## config.mk

```make
export PLATFORM = sky130hd
export DESIGN_NAME = ql_ram_arbiter
export DESIGN_NICKNAME = d
export VERILOG_FILES = /design/src/rtl/ql_mem_pkg.sv /design/src/rtl/ql_dl_fifo.sv /design/src/rtl/ql_ram_arbiter.sv
export SDC_FILE = /design/constraint.sdc
export NUM_CORES = 1
export LEC_CHECK = 0
export ABC_AREA = 1
export BUFFER_PORTS_ARGS = -buffer_cell sky130_fd_sc_hd__buf_4
export CORE_MARGIN = 10
export CORE_UTILIZATION = 30
export DETAILED_ROUTE_END_ITERATION = 8
export HOLD_SLACK_MARGIN = 0.06
export PLACE_DENSITY = 0.5
export SYNTH_ARGS = -nofsm -noshare
export SYNTH_HDL_FRONTEND = slang
export SYNTH_SLANG_ARGS = --single-unit
```

## constraint.sdc

```tcl
create_clock -name clk -period 4 [get_ports clk]
set_input_delay 0.8 -clock clk [delete_from_list [all_inputs] [get_ports clk]]
set_output_delay 0.8 -clock clk [all_outputs]
set_load 0.02 [all_outputs]
```

## src/rtl/ql_mem_pkg.sv

```systemverilog
// ----------------------------------------------------------------------------
// ql_mem_pkg
// Shared constants and types for the QL RAM arbitration slice.
//   QL_AW / QL_DW / QL_FIFO_LG2 : default RAM address width, data width and
//                                 log2 of the download FIFO depth
//   arb_state_t                 : arbiter FSM states
//   dl_entry_t                  : one queued download word {addr, data}
// ----------------------------------------------------------------------------
package ql_mem_pkg;

  localparam int QL_AW       = 25;
  localparam int QL_DW       = 16;
  localparam int QL_FIFO_LG2 = 3;

  typedef enum logic [1:0] {
    IDLE     = 2'd0,
    DL_WR    = 2'd1,
    CPU      = 2'd2,
    CPU_DONE = 2'd3
  } arb_state_t;

  typedef struct packed {
    logic [QL_AW-1:0] addr;
    logic [QL_DW-1:0] data;
  } dl_entry_t;

endpackage

```

## src/rtl/ql_dl_fifo.sv

```systemverilog
// ----------------------------------------------------------------------------
// ql_dl_fifo
// Synchronous FIFO that buffers download words until the RAM port is free.
// Ports:
//   clk, rst_n : clock, asynchronous active-low reset (empties the FIFO)
//   push, din  : write request and data; accepted when not full, or when
//                full and a pop happens in the same cycle
//   pop        : remove the head entry (ignored when empty)
//   head       : current head entry
//   full/empty : occupancy flags
// ----------------------------------------------------------------------------
module ql_dl_fifo
  import ql_mem_pkg::*;
#(
  parameter int WIDTH = QL_AW + QL_DW,
  parameter int LG2   = QL_FIFO_LG2
) (
  input  logic             clk,
  input  logic             rst_n,
  input  logic             push,
  input  logic             pop,
  input  logic [WIDTH-1:0] din,
  output logic [WIDTH-1:0] head,
  output logic             full,
  output logic             empty
);

  localparam int DEPTH = 1 << LG2;

  logic [WIDTH-1:0] mem [DEPTH];
  logic [LG2-1:0]   wr_ptr_r;
  logic [LG2-1:0]   rd_ptr_r;
  logic [LG2:0]     count_r;
  logic             do_pop_s;
  logic             do_push_s;

  // count only reaches DEPTH (MSB set) when every slot is occupied
  assign full      = count_r[LG2];
  assign empty     = (count_r == {(LG2+1){1'b0}});
  assign do_pop_s  = pop & ~empty;
  // a full FIFO still takes a word when the head leaves in the same cycle
  assign do_push_s = push & (~full | do_pop_s);
  assign head      = mem[rd_ptr_r];

  // storage array; data contents need no reset
  always_ff @(posedge clk) begin
    if (do_push_s) begin
      mem[wr_ptr_r] <= din;
    end
  end

  // pointers and occupancy counter
  always_ff @(posedge clk or negedge rst_n) begin
    if (!rst_n) begin
      wr_ptr_r <= {LG2{1'b0}};
      rd_ptr_r <= {LG2{1'b0}};
      count_r  <= {(LG2+1){1'b0}};
    end else begin
      if (do_push_s) begin
        wr_ptr_r <= wr_ptr_r + {{(LG2-1){1'b0}}, 1'b1};
      end
      if (do_pop_s) begin
        rd_ptr_r <= rd_ptr_r + {{(LG2-1){1'b0}}, 1'b1};
      end
      case ({do_push_s, do_pop_s})
        2'b10:   count_r <= count_r + {{LG2{1'b0}}, 1'b1};
        2'b01:   count_r <= count_r - {{LG2{1'b0}}, 1'b1};
        default: count_r <= count_r;
      endcase
    end
  end

endmodule

```

## src/rtl/ql_ram_arbiter.sv

```systemverilog
// ----------------------------------------------------------------------------
// ql_ram_arbiter
// Shares the single QL RAM port between the file-download writer and the
// 68008 CPU bus. Download words are queued in ql_dl_fifo and drained with
// priority; the CPU is held in reset while a download is active or draining.
// Ports:
//   clk, rst_n                          : clock, async active-low reset
//   dl_active, dl_wr, dl_addr, dl_data  : download controller side
//   cpu_req/we/be/addr/wdata            : CPU request (held until cpu_ack)
//   cpu_ack, cpu_rdata                  : one-cycle completion + read data
//   cpu_reset                           : hold-CPU-in-reset request
//   ram_req/we/be/addr/wdata            : RAM request, stable until ram_ack
//   ram_ack, ram_rdata                  : RAM completion + read data
//   dl_done                             : pulse once a finished download drained
//   dl_overflow                         : sticky, a download word was dropped
//   dl_sum                              : download checksum
// Configuration macro:
//   QL_DL_CHECKSUM_EN : when defined, dl_sum is the 16-bit wrap-around sum of
//                       accepted download words; otherwise dl_sum is 0.
// ----------------------------------------------------------------------------
module ql_ram_arbiter
  import ql_mem_pkg::*;
#(
  parameter int AW       = QL_AW,
  parameter int DW       = QL_DW,
  parameter int FIFO_LG2 = QL_FIFO_LG2
) (
  input  logic          clk,
  input  logic          rst_n,
  input  logic          dl_active,
  input  logic          dl_wr,
  input  logic [AW-1:0] dl_addr,
  input  logic [DW-1:0] dl_data,
  input  logic          cpu_req,
  input  logic          cpu_we,
  input  logic [1:0]    cpu_be,
  input  logic [AW-1:0] cpu_addr,
  input  logic [DW-1:0] cpu_wdata,
  output logic          cpu_ack,
  output logic [DW-1:0] cpu_rdata,
  output logic          cpu_reset,
  output logic          ram_req,
  output logic          ram_we,
  output logic [1:0]    ram_be,
  output logic [AW-1:0] ram_addr,
  output logic [DW-1:0] ram_wdata,
  input  logic          ram_ack,
  input  logic [DW-1:0] ram_rdata,
  output logic          dl_done,
  output logic          dl_overflow,
  output logic [DW-1:0] dl_sum
);

  arb_state_t          state_r;
  logic                dl_active_q_r;
  logic                done_pending_r;
  logic [AW+DW-1:0]    fifo_head_s;
  logic                fifo_full_s;
  logic                fifo_empty_s;
  logic                fifo_pop_s;
  logic                push_ok_s;
  logic                ovf_now_s;
  logic                dl_rise_s;
  logic                dl_fall_s;

  // head only leaves once its RAM write has completed
  assign fifo_pop_s = (state_r == DL_WR) & ram_req & ram_ack;
  assign push_ok_s  = dl_wr & (~fifo_full_s | fifo_pop_s);
  assign ovf_now_s  = dl_wr & fifo_full_s & ~fifo_pop_s;
  assign dl_rise_s  = dl_active & ~dl_active_q_r;
  assign dl_fall_s  = ~dl_active & dl_active_q_r;

  ql_dl_fifo #(
    .WIDTH (AW + DW),
    .LG2   (FIFO_LG2)
  ) u_fifo (
    .clk   (clk),
    .rst_n (rst_n),
    .push  (dl_wr),
    .pop   (fifo_pop_s),
    .din   ({dl_addr, dl_data}),
    .head  (fifo_head_s),
    .full  (fifo_full_s),
    .empty (fifo_empty_s)
  );

  // arbiter FSM, RAM/CPU handshakes and download status flags
  always_ff @(posedge clk or negedge rst_n) begin
    if (!rst_n) begin
      state_r        <= IDLE;
      dl_active_q_r  <= 1'b0;
      done_pending_r <= 1'b0;
      cpu_ack        <= 1'b0;
      cpu_rdata      <= {DW{1'b0}};
      cpu_reset      <= 1'b1;
      ram_req        <= 1'b0;
      ram_we         <= 1'b0;
      ram_be         <= 2'b00;
      ram_addr       <= {AW{1'b0}};
      ram_wdata      <= {DW{1'b0}};
      dl_done        <= 1'b0;
      dl_overflow    <= 1'b0;
    end else begin
      dl_active_q_r <= dl_active;
      // dl_active_q_r bridges the cycle before done_pending_r is set
      cpu_reset <= dl_active | dl_active_q_r | ~fifo_empty_s | done_pending_r;

      if (dl_rise_s) begin
        dl_overflow <= ovf_now_s;
      end else if (ovf_now_s) begin
        dl_overflow <= 1'b1;
      end

      dl_done <= 1'b0;
      if (dl_fall_s) begin
        done_pending_r <= 1'b1;
      end else if (done_pending_r && fifo_empty_s && (state_r == IDLE) && !dl_active) begin
        done_pending_r <= 1'b0;
        dl_done        <= 1'b1;
      end

      cpu_ack <= 1'b0;
      case (state_r)
        IDLE: begin
          if (!fifo_empty_s) begin
            state_r <= DL_WR;
          end else if (cpu_req && !cpu_reset) begin
            state_r <= CPU;
          end else begin
            state_r <= IDLE;
          end
        end
        DL_WR: begin
          if (!ram_req) begin
            ram_req   <= 1'b1;
            ram_we    <= 1'b1;
            ram_be    <= 2'b11;
            ram_addr  <= fifo_head_s[AW+DW-1:DW];
            ram_wdata <= fifo_head_s[DW-1:0];
          end else if (ram_ack) begin
            ram_req <= 1'b0;
            state_r <= IDLE;
          end
        end
        CPU: begin
          if (!ram_req) begin
            ram_req   <= 1'b1;
            ram_we    <= cpu_we;
            // reads fetch the whole word; byte enables only matter on writes
            ram_be    <= cpu_we ? cpu_be : 2'b11;
            ram_addr  <= cpu_addr;
            ram_wdata <= cpu_wdata;
          end else if (ram_ack) begin
            ram_req   <= 1'b0;
            cpu_ack   <= 1'b1;
            cpu_rdata <= ram_rdata;
            state_r   <= CPU_DONE;
          end
        end
        CPU_DONE: begin
          // one request-free cycle so the CPU can drop cpu_req
          state_r <= IDLE;
        end
        default: begin
          ram_req <= 1'b0;
          state_r <= IDLE;
        end
      endcase
    end
  end

`ifdef QL_DL_CHECKSUM_EN
  // running sum of accepted download words, restarted per download
  always_ff @(posedge clk or negedge rst_n) begin
    if (!rst_n) begin
      dl_sum <= {DW{1'b0}};
    end else if (dl_rise_s) begin
      dl_sum <= push_ok_s ? dl_data : {DW{1'b0}};
    end else if (push_ok_s) begin
      dl_sum <= dl_sum + dl_data;
    end
  end
`else
  assign dl_sum = {DW{1'b0}};
`endif

endmodule

```

==> out/metrics.yaml, run 1 <==
status:
  status: "finished, final reports clean"
synthesis:
  async_flop_share_pct: 19.41
  synth.area.top_cells: "edfxtp_1, nand2_1, dfrtp_1, nand3_1, nor2_1"
  synth_top_area_share_pct: 59.25
  netlist_top_cells_count: "nand2_1, edfxtp_1, nand3_1"
  synthFlopType: "edfxtp_1"
  ys_warn_count: 0
  synth_edf_count: 328
  syn_area_um2: 16620
  synth.most_common_cell: "nand2_1"
  seq_area_frac_synth_pct: 71.14
  synth_cell_type_count: 30
  netlist.top_cell.by_area: "edfxtp_1"
  synth_seq_cells: 407
  avgSynthCellArea_um2: 11.15
  synthCells: 1491
worst_hold_path:
  hp-class: "in -> reg"
  hp-start: "dl_active"
power_and_ir_drop:
  peakVddDrop_mv: 0.2958
  leakagePower_nw: 8.123
  pwr-share-clk_pct: 27.4
  switching_share_pct: 36.56
  power_density_nw_per_um2: 712.3
  switchingPower_w: 0.005228
  internal-power_w: 0.009071
  seqPwrFrac_pct: 40.4
  p_total_w: 0.01430
  power_frac_comb_pct: 32.2
global_route:
  grt_pass1_vias: 11160
  grt_max_degree: 108
  grt_pass1_wl_um: 67500
  track_usage_pct: 13.02
  antenna_found_initial: 3
  grt_overflow_total: 0
timing:
  slew_headroom_pct: 30.47
  rsz0062_at_grt: "no"
  finalSetupTns_ps: 0
  final.period_utilization_pct: 65.73
  fin_skew_ps: 21.45
  finalSetupViolations: 0
  hold_viol_final: 0
  whs_ps: 376.8
  layout_min_cycle_time_ps: 2629
  max_freq_mhz: 380.3
  finalMaxSlewViolations: 0
  worst_slew_pin_slew_ps: 1041
worst_setup_path:
  start_kind: "flip-flop"
  cp.required_ps: 4440
  reg2reg_from: "state_r[1]"
  critPathCaptureType: "flip-flop"
  cp_data_arrival_time_ps: 3070
  crit_start: "state_r[1]"
  rrSetupSlack_ps: 1370
  worstSetupPathType: "reg -> reg"
  r2r-end: "u_fifo.count_r[2]"
  endpoint: "u_fifo.count_r[2]"
  path_max_fanout: 9
  rr_worst_depth: 13
clock_network:
  cts_buffers: 45
  cts_hold_buffers: 0
  ctsLongestPathBuffers: 3
  cts_tree: "done"
  cts-htree-levels: 2
  cts.sinks: 407
  clk_transition_reported_paths_ps: 60
  clock_latency_ps: 570
  clockRootBuffer: "clkbuf_16"
  cts_post_setup_buffers_inserted: 0
  cts_resized: 0
die:
  die_h_um: 255.4
  num_rows: 86
  die_x_um: 255.4
  dieArea_um2: 65230
  io-pin-count: 188
  start_util_pct: 30.23
  core_um2: 54990
route:
  vias: 11100
  ant_nets: 0
  drc: 0
  first_iter_violations: 632
  dr.max_layer_used: "met5"
  dr_wl_met3_um: 2665
  routed_wl_um: 43480
  post_drt_wl_per_cell_um: 17.89
  first_pass_iters: 5
  wl_met2_um: 20090
  wl_met1_um: 19950
  avgViaCountPerCell: 4.564
placed_design:
  placed_area_um2: 18690
  dpl.cell_count: 2347
  routabilityCongestion: 0.7508
  port_buffers: 171
  dpl.hpwl_um: 24790
cells_and_area:
  area_delta_synth_final_pct: 20.75
  final_cells: 2431
  drive_above_1_share_pct: 16.53
  stdcell_area_um2: 20070
  nets: 1762
job:
  maxCapViolations: 0
[power groups by stage]
stage | clock, W | combinational (W) | sequential (W)
after floorplan | 0 | 0.00294 | 0.00592
after global placement | 0 | 0.00469 | 0.00585
after detailed placement | 0 | 0.00473 | 0.00586
after CTS | 0.00403 | 0.00474 | 0.00578
after global routing | 0.00416 | 0.00525 | 0.00586
final | 0.00392 | 0.00461 | 0.00577
[metrics by stage]
step / setup WS (ps) / utilization (%)
2_1_floorplan: 439.9 / -
3_3_place_gp: 1145 / 33.99
3_5_place_dp: 1122 / 33.99
4_1_cts: 1359 / 36.50
5_1_grt: 1106 / 36.51
6_report: 1371 / 36.51
[critical path: stages (launching register included)]
cell and delay, ps:
dfrtp_1 370, inv_1 110, ha_1 240, inv_1 60, nor2_1 180, nand2_2 130, nand2_4 120, nand2_2 200
ha_1 320, xor2_1 170, ha_1 200, a21oi_1 170, xor2_1 170, o21ai_0 90
[worst min path at each step]
stage,depth (start not counted),to,slack (ps)
6_report,1,dl_active_q_r,380
3_3_place_gp,2,cpu_rdata[14],460
2_1_floorplan,1,cpu_reset,460
5_1_grt,1,dl_active_q_r,360
3_5_place_dp,2,cpu_rdata[4],460
4_1_cts,1,dl_active_q_r,350
[placed cells by master, fill, tap and decap left out, types with 3 or more instances in the layout]
| master | instances |
|---|---|
| clkinv_2 | 10 |
| clkbuf_16 | 47 |
| nor2_4 | 9 |
| nand2_1 | 526 |
| edfxtp_1 | 328 |
| a21oi_1 | 3 |
| ha_1 | 9 |
| buf_4 | 185 |
| o21ai_0 | 12 |
| clkinv_1 | 5 |
| nand3_1 | 295 |
| xor2_1 | 6 |
| inv_1 | 15 |
| clkbuf_1 | 17 |
| dfrtp_1 | 75 |
| nor2_1 | 90 |
| buf_12 | 7 |
| conb_1 | 16 |
[per-layer routing]
| metal | vias up | track usage (%) |
|---|---|---|
| met5 | - | 0 |
| met4 | 4 | 3.509 |
| met3 | 54 | 3.046 |
| met2 | 289 | 20.87 |
| met1 | 5377 | 17.36 |
| li1 | 5371 | - |
[final cells by class]
| cell class | count | area [µm²] |
|---|---|---|
| Tap cell | 748 | 935.9 |
| Fill cell | 5410 | 34910 |
| Sequential cell | 407 | 11840 |
| Multi-Input combinational cell | 980 | 4308 |
| Inverter | 20 | 82.58 |
| Clock buffer | 66 | 1267 |
| Clock inverter | 17 | 112.6 |
| Timing Repair Buffer | 192 | 1529 |
| Antenna cell | 1 | 2.502 |
[logic make-up after synthesis]
| group | count (synthesis) | synth area share (%) |
|---|---|---|
| AND/OR/NAND/NOR | 931 | 23.56 |
| buffers and inverters | 119 | 3.688 |
| other | 1 | 0.02256 |
| XOR/XNOR | 7 | 0.3688 |
| flip-flops | 407 | 71.14 |
| AO/OA/AOI/OAI | 17 | 0.5419 |
| adder cells (fa/ha/maj) | 9 | 0.6774 |
[sequential cells by signal, summed over array words and instances (netlist names), 2 cells and up]
name,cells
cpu_rdata,16
ram_addr,25
ram_be,2
ram_wdata,16
state_r,2
u_fifo.count_r,4
u_fifo.mem,328
u_fifo.rd_ptr_r,3
u_fifo.wr_ptr_r,3
Note: power is estimated with default switching activity, not from simulation.
==> run 2: changes to the inputs <==
- ABC_AREA: 1 -> 0
- PLACE_DENSITY: 0.5 -> 0.51
- clock period: 4 -> 2.2 ns (I/O delays scaled with it)
==> out/metrics.yaml, run 2 <==
global_route:
  track_usage_pct: 11.95
  grt_util_met1_pct: 15.56
  grt_max_degree: 42
  grt_pass1_vias: 9356
  grt_pass1_wl_um: 58240
  busiest_layer: "met2"
  grt_overflow_total: 0
  antenna_found_initial: 3
  met3_usage_pct: 3.119
  met2_usage_pct: 19.00
clock_network:
  clock_latency_ps: 570
  cts_tree: "done"
  clockRootBuffer: "clkbuf_16"
  cts-htree-levels: 2
  clk_transition_reported_paths_ps: 60
  ctsLongestPathBuffers: 3
  cts_buffers: 45
  cts.sinks: 407
route:
  routed_wl_um: 37990
  first_iter_violations: 413
  avgViaCountPerCell: 4.663
  first_pass_iters: 5
  post_drt_wl_per_cell_um: 20.09
  ant_nets: 0
  vias: 8818
  drc: 0
placed_design:
  port_buffers: 171
  placed_area_um2: 18330
  routabilityCongestion: 0.7242
  dp_slack_ps: 98.45
  dpl.hpwl_um: 23550
  dpl.cell_count: 1800
cells_and_area:
  final_cells: 1891
  stdcell_area_um2: 19860
  largest_reg_flops: 328
  drive_above_1_share_pct: 27.23
  top_regs: "u_fifo.mem x328, ram_addr x25"
  layout_commonest_cell: "edfxtp_1"
  top_register: "u_fifo.mem"
  area.sequential_um2: 11830
  nets: 1281
  fill_cells: 4931
  mostFrequentLayoutCells: "edfxtp_1, buf_4, mux2i_1"
  area_delta_synth_final_pct: 25.75
  multi_input_area_um2: 3755
timing:
  final.period_utilization_pct: 95.28
  slew_headroom_pct: 58.19
  layout_min_cycle_time_ps: 2096
  whs_ps: 102.6
  finalMaxSlewViolations: 0
  worst_slew_pin_slew_ps: 627.2
  fin_skew_ps: 18.38
  fin_ws_ps: 103.9
  finalSetupViolations: 0
  hold_viol_final: 0
  max_freq_mhz: 477.1
die:
  core_um2: 52340
  start_util_pct: 30.18
  io-pin-count: 188
  dieArea_um2: 62220
  num_rows: 84
  die_x_um: 249.4
  die_h_um: 249.4
synthesis:
  synthFlopType: "edfxtp_1"
  synthCells: 950
  synth.area.top_cells: "edfxtp_1, dfrtp_1, mux2i_1, o22ai_1, buf_4"
  syn_area_um2: 15790
  async_flop_share_pct: 19.41
  synth_cell_type_count: 43
  synth.most_common_cell: "edfxtp_1"
  synth_seq_cells: 407
  netlist_top_cells_count: "edfxtp_1, mux2i_1, o22ai_1"
  seq_area_frac_synth_pct: 74.89
  ys_warn_count: 0
  synth_edf_count: 328
  avgSynthCellArea_um2: 16.63
  synth_top_area_share_pct: 62.36
  netlist.top_cell.by_area: "edfxtp_1"
power_and_ir_drop:
  pwr-share-clk_pct: 27.3
  leakagePower_nw: 7.323
  internal-power_w: 0.01768
  switchingPower_w: 0.008734
  switching_share_pct: 33.06
  power_frac_comb_pct: 33.5
  power_density_nw_per_um2: 1330
  seqPwrFrac_pct: 39.2
  peakVddDrop_mv: 0.6802
worst_setup_path:
  cp.required_ps: 2440
  cp_data_arrival_time_ps: 2340
  start_kind: "flip-flop"
  path_max_fanout: 41
  worstSetupPathType: "reg -> reg"
  critPathCaptureType: "flip-flop"
job:
  maxCapViolations: 0
worst_hold_path:
  hp-class: "in -> reg"
status:
  status: "finished, final reports clean"
## run 2: cell types whose count changed after synthesis, moves of 40 or more
cell / delta
nor2_1: -50
mux2i_1: +164
o22ai_1: +123
buf_2: -40
nand2_1: -516
nand3_1: -292
a21oi_1: +41
## run 2: cell families (layout without fill, tap and decap cells)
logic type	after synthesis	after routing	synth area share, %
adders and majority gates	9	9	0.7130
AOI/OAI and AO/OA	179	179	6.916
and+or+nand+nor	85	85	2.488
buffers and inverters	77	313	2.725
xor gates and xnor gates	9	9	0.4991
muxes	183	183	11.75
DFF	407	407	74.89
other	1	18	0.02374
## run 2: power by group through the flow
stage | combinational [W] | sequential [W] | clock, W
2_1_floorplan | 0.00490 | 0.0111 | 0
3_3_place_gp | 0.00895 | 0.0105 | 0
3_5_place_dp | 0.00902 | 0.0105 | 0
4_1_cts | 0.00904 | 0.0104 | 0.00745
5_1_grt | 0.00971 | 0.0105 | 0.00772
6_report | 0.00886 | 0.0104 | 0.00720
## run 2: area by class of cell
type	instances	share of cell area, %
Antenna cell	2	0.02520
Sequential cell	407	59.58
Clock inverter	20	0.7371
Inverter	7	0.1449
Clock buffer	63	6.426
Timing Repair Buffer	223	9.847
Tap cell	688	4.334
Multi-Input combinational cell	481	18.91
## run 2: routing by layer
| layer | vias up | wire length [µm] | part of all wire [%] |
|---|---|---|---|
| met4 | 2 | 895 | 2.4 |
| met3 | 54 | 2250 | 5.9 |
| met5 | - | 7 | 0.018 |
| met1 | 4408 | 17160 | 45 |
| met2 | 216 | 17680 | 47 |
| li1 | 4138 | - | - |
## run 2: path summary, 6_finish.rpt
| path | start | to | slack, ps | depth (start not counted) |
|---|---|---|---|---|
| worst min register to register | dl_active_q_r | dl_done | 470 | 1 |
| worst min-delay path | dl_data[2] | u_fifo.mem[2][2] | 100 | 1 |
| worst max-delay path | state_r[1] | u_fifo.mem[6][28] | 100 | 9 |
| max in group asynchronous | rst_n | cpu_rdata[8] | 1040 | 3 |
| min in group asynchronous | rst_n | ram_addr[2] | 440 | 2 |
| worst max register to register | state_r[1] | u_fifo.mem[6][28] | 100 | 9 |
## run 2: timing repair
item	in CTS	in global routing
hold buffers	4	0
endpoints found under the setup margin	0	43
endpoints found under the hold margin	35	0
buffers inserted	0	1
gates resized for setup	0	8
## run 2: critical path, stage by stage, from the launching register on
cell and delay [ps]:
dfrtp_1 390, inv_2 80, ha_4 140, nand3_4 100
a21boi_4 210, buf_4 160, nand2_1 120, buf_6 190
nor2_4 90, buf_12 270
## run 2: through the flow
step / setup TNS, ps / util, % / total power, W
after floorplan: -75570 / - / 0.01599
after global placement: 0 / 35.02 / 0.01942
after detailed placement: 0 / 35.02 / 0.01952
after CTS: 0 / 37.81 / 0.02685
after global routing: -257.2 / 37.94 / 0.02792
final: 0 / 37.94 / 0.02642
==> run 3: changes to the inputs <==
- BUFFER_PORTS_ARGS: -buffer_cell sky130_fd_sc_hd__buf_4 -> -buffer_cell sky130_fd_sc_hd__buf_2
- CORE_ASPECT_RATIO: unset -> 1.25
- RECOVER_POWER: unset -> 50
==> out/metrics.yaml, run 3 (synthesis results as in run 2) <==
cells_and_area:
  mostFrequentLayoutCells: "edfxtp_1, mux2i_1, o22ai_1"
  area_delta_synth_final_pct: 22.40
  top_regs: "u_fifo.mem x328, ram_addr x25"
  layout_commonest_cell: "edfxtp_1"
  nets: 1285
  top_register: "u_fifo.mem"
  drive_above_1_share_pct: 22.11
  largest_reg_flops: 328
route:
  vias: 8740
  first_iter_violations: 354
  ant_nets: 0
  drc: 0
  post_drt_wl_per_cell_um: 20.50
  avgViaCountPerCell: 4.676
  routed_wl_um: 38320
  first_pass_iters: 4
timing:
  final.period_utilization_pct: 95.17
  finalSetupTns_ps: 0
  whs_ps: 102.1
  fin_skew_ps: 18.39
  layout_min_cycle_time_ps: 2094
  fin_ws_ps: 106.2
  max_freq_mhz: 477.6
  finalMaxSlewViolations: 0
  slew_headroom_pct: 34.86
  worst_slew_pin_slew_ps: 977.0
  hold_viol_final: 0
  finalSetupViolations: 0
clock_network:
  clockRootBuffer: "clkbuf_16"
  cts-htree-levels: 2
  cts_tree: "done"
  cts.sinks: 407
  cts_buffers: 44
  clk_transition_reported_paths_ps: 60
  clock_latency_ps: 570
  ctsLongestPathBuffers: 3
worst_hold_path:
  hp-class: "in -> reg"
  holdPathStages: 2
global_route:
  antenna_found_initial: 5
  grt_max_degree: 48
  grt_overflow_total: 0
  grt_pass1_vias: 9347
  grt_pass1_wl_um: 57100
  track_usage_pct: 11.96
placed_design:
  dp_slack_ps: 53.70
  routabilityCongestion: 0.7342
  port_buffers: 171
  dpl.hpwl_um: 24160
worst_setup_path:
  critPathCaptureType: "flip-flop"
  rr_worst_depth: 9
  path_max_fanout: 21
  worstSetupPathType: "reg -> reg"
  start_kind: "flip-flop"
  cp_data_arrival_time_ps: 2350
  cp.required_ps: 2450
die:
  dieArea_um2: 62280
  num_rows: 93
  die_x_um: 225.2
  core_um2: 51780
  io-pin-count: 188
  die_h_um: 276.5
  start_util_pct: 30.50
power_and_ir_drop:
  peakVddDrop_mv: 0.6565
  p_total_w: 0.02602
  internal-power_w: 0.01730
  leakagePower_nw: 7.004
  seqPwrFrac_pct: 39.6
  switchingPower_w: 0.008717
  power_density_nw_per_um2: 1346
  switching_share_pct: 33.50
  power_frac_comb_pct: 32.9
  pwr-share-clk_pct: 27.4
status:
  status: "finished, final reports clean"
job:
  maxCapViolations: 0
-- run 3: cell types whose count changed in the layout (fill, tap and decap cells not counted), sizes merged --
cell         previous run  this run
diode                   2         1
inv                    10         8
buf                   218       157
clkinv                 15        20
clkbuf                 64       125
bufinv                  2         3
dlygate4sd3             4         2
-- run 3: metrics by stage --
step	std cells	instance area, µm²	util (%)
finish	1869	19330	37.33
CTS	1864	19360	37.39
global route	1869	19330	37.33
floorplan	965	15970	-
global placement	1782	17950	34.66
detailed placement	1782	17950	34.66
-- run 3: area by class of cell --
type,count,area (µm²)
well taps,665,832.0
diodes,1,2.502
fillers,4877,32450
repair buffers,228,1500
flip-flops and latches,407,11830
clock buffers,56,1189
clock inverters,24,202.7
multi-input cells,481,3744
inverters,7,28.78
-- run 3: path summary, 6_finish.rpt --
path,start,to,slack (ps)
worst max-delay path,state_r[1],u_fifo.mem[4][28],110
worst min-delay path,ram_rdata[9],cpu_rdata[9],100
worst max register to register,state_r[1],u_fifo.mem[4][28],110
worst min register to register,dl_active_q_r,dl_done,460
max in group asynchronous,rst_n,ram_addr[18],490
min in group asynchronous,rst_n,dl_done,570
-- run 3: power by group through the flow --
stage | clock network [W] | logic (W) | registers (W)
finish | 0.00713 | 0.00857 | 0.0103
global route | 0.00765 | 0.00939 | 0.0105
CTS | 0.00737 | 0.00886 | 0.0103
detailed placement | 0 | 0.00883 | 0.0105
global placement | 0 | 0.00876 | 0.0104
floorplan | 0 | 0.00490 | 0.0111
-- run 3: metal layers --
layer	up-vias	GRT usage [%]	part of all wire [%]
met5	-	0	0.060
met4	4	4.270	2.4
met3	55	2.879	5.7
met2	210	20.75	50
met1	4342	14.09	42
li1	4129	-	-
-- run 3: what timing repair did --
action	in CTS	in global routing
hold endpoints to repair	41	0
setup endpoints to repair	0	2
buffers inserted	0	3
hold buffers	2	0
resized for setup	0	8
-- run 3: critical path, cell delays in order, from the launching register on --
cell,delay (ps)
dfrtp_1,390
inv_2,80
ha_4,140
nand3_4,90
a21boi_4,200
buf_4,150
nand2_2,140
nor3_4,190
buf_4,180
clkbuf_16,220
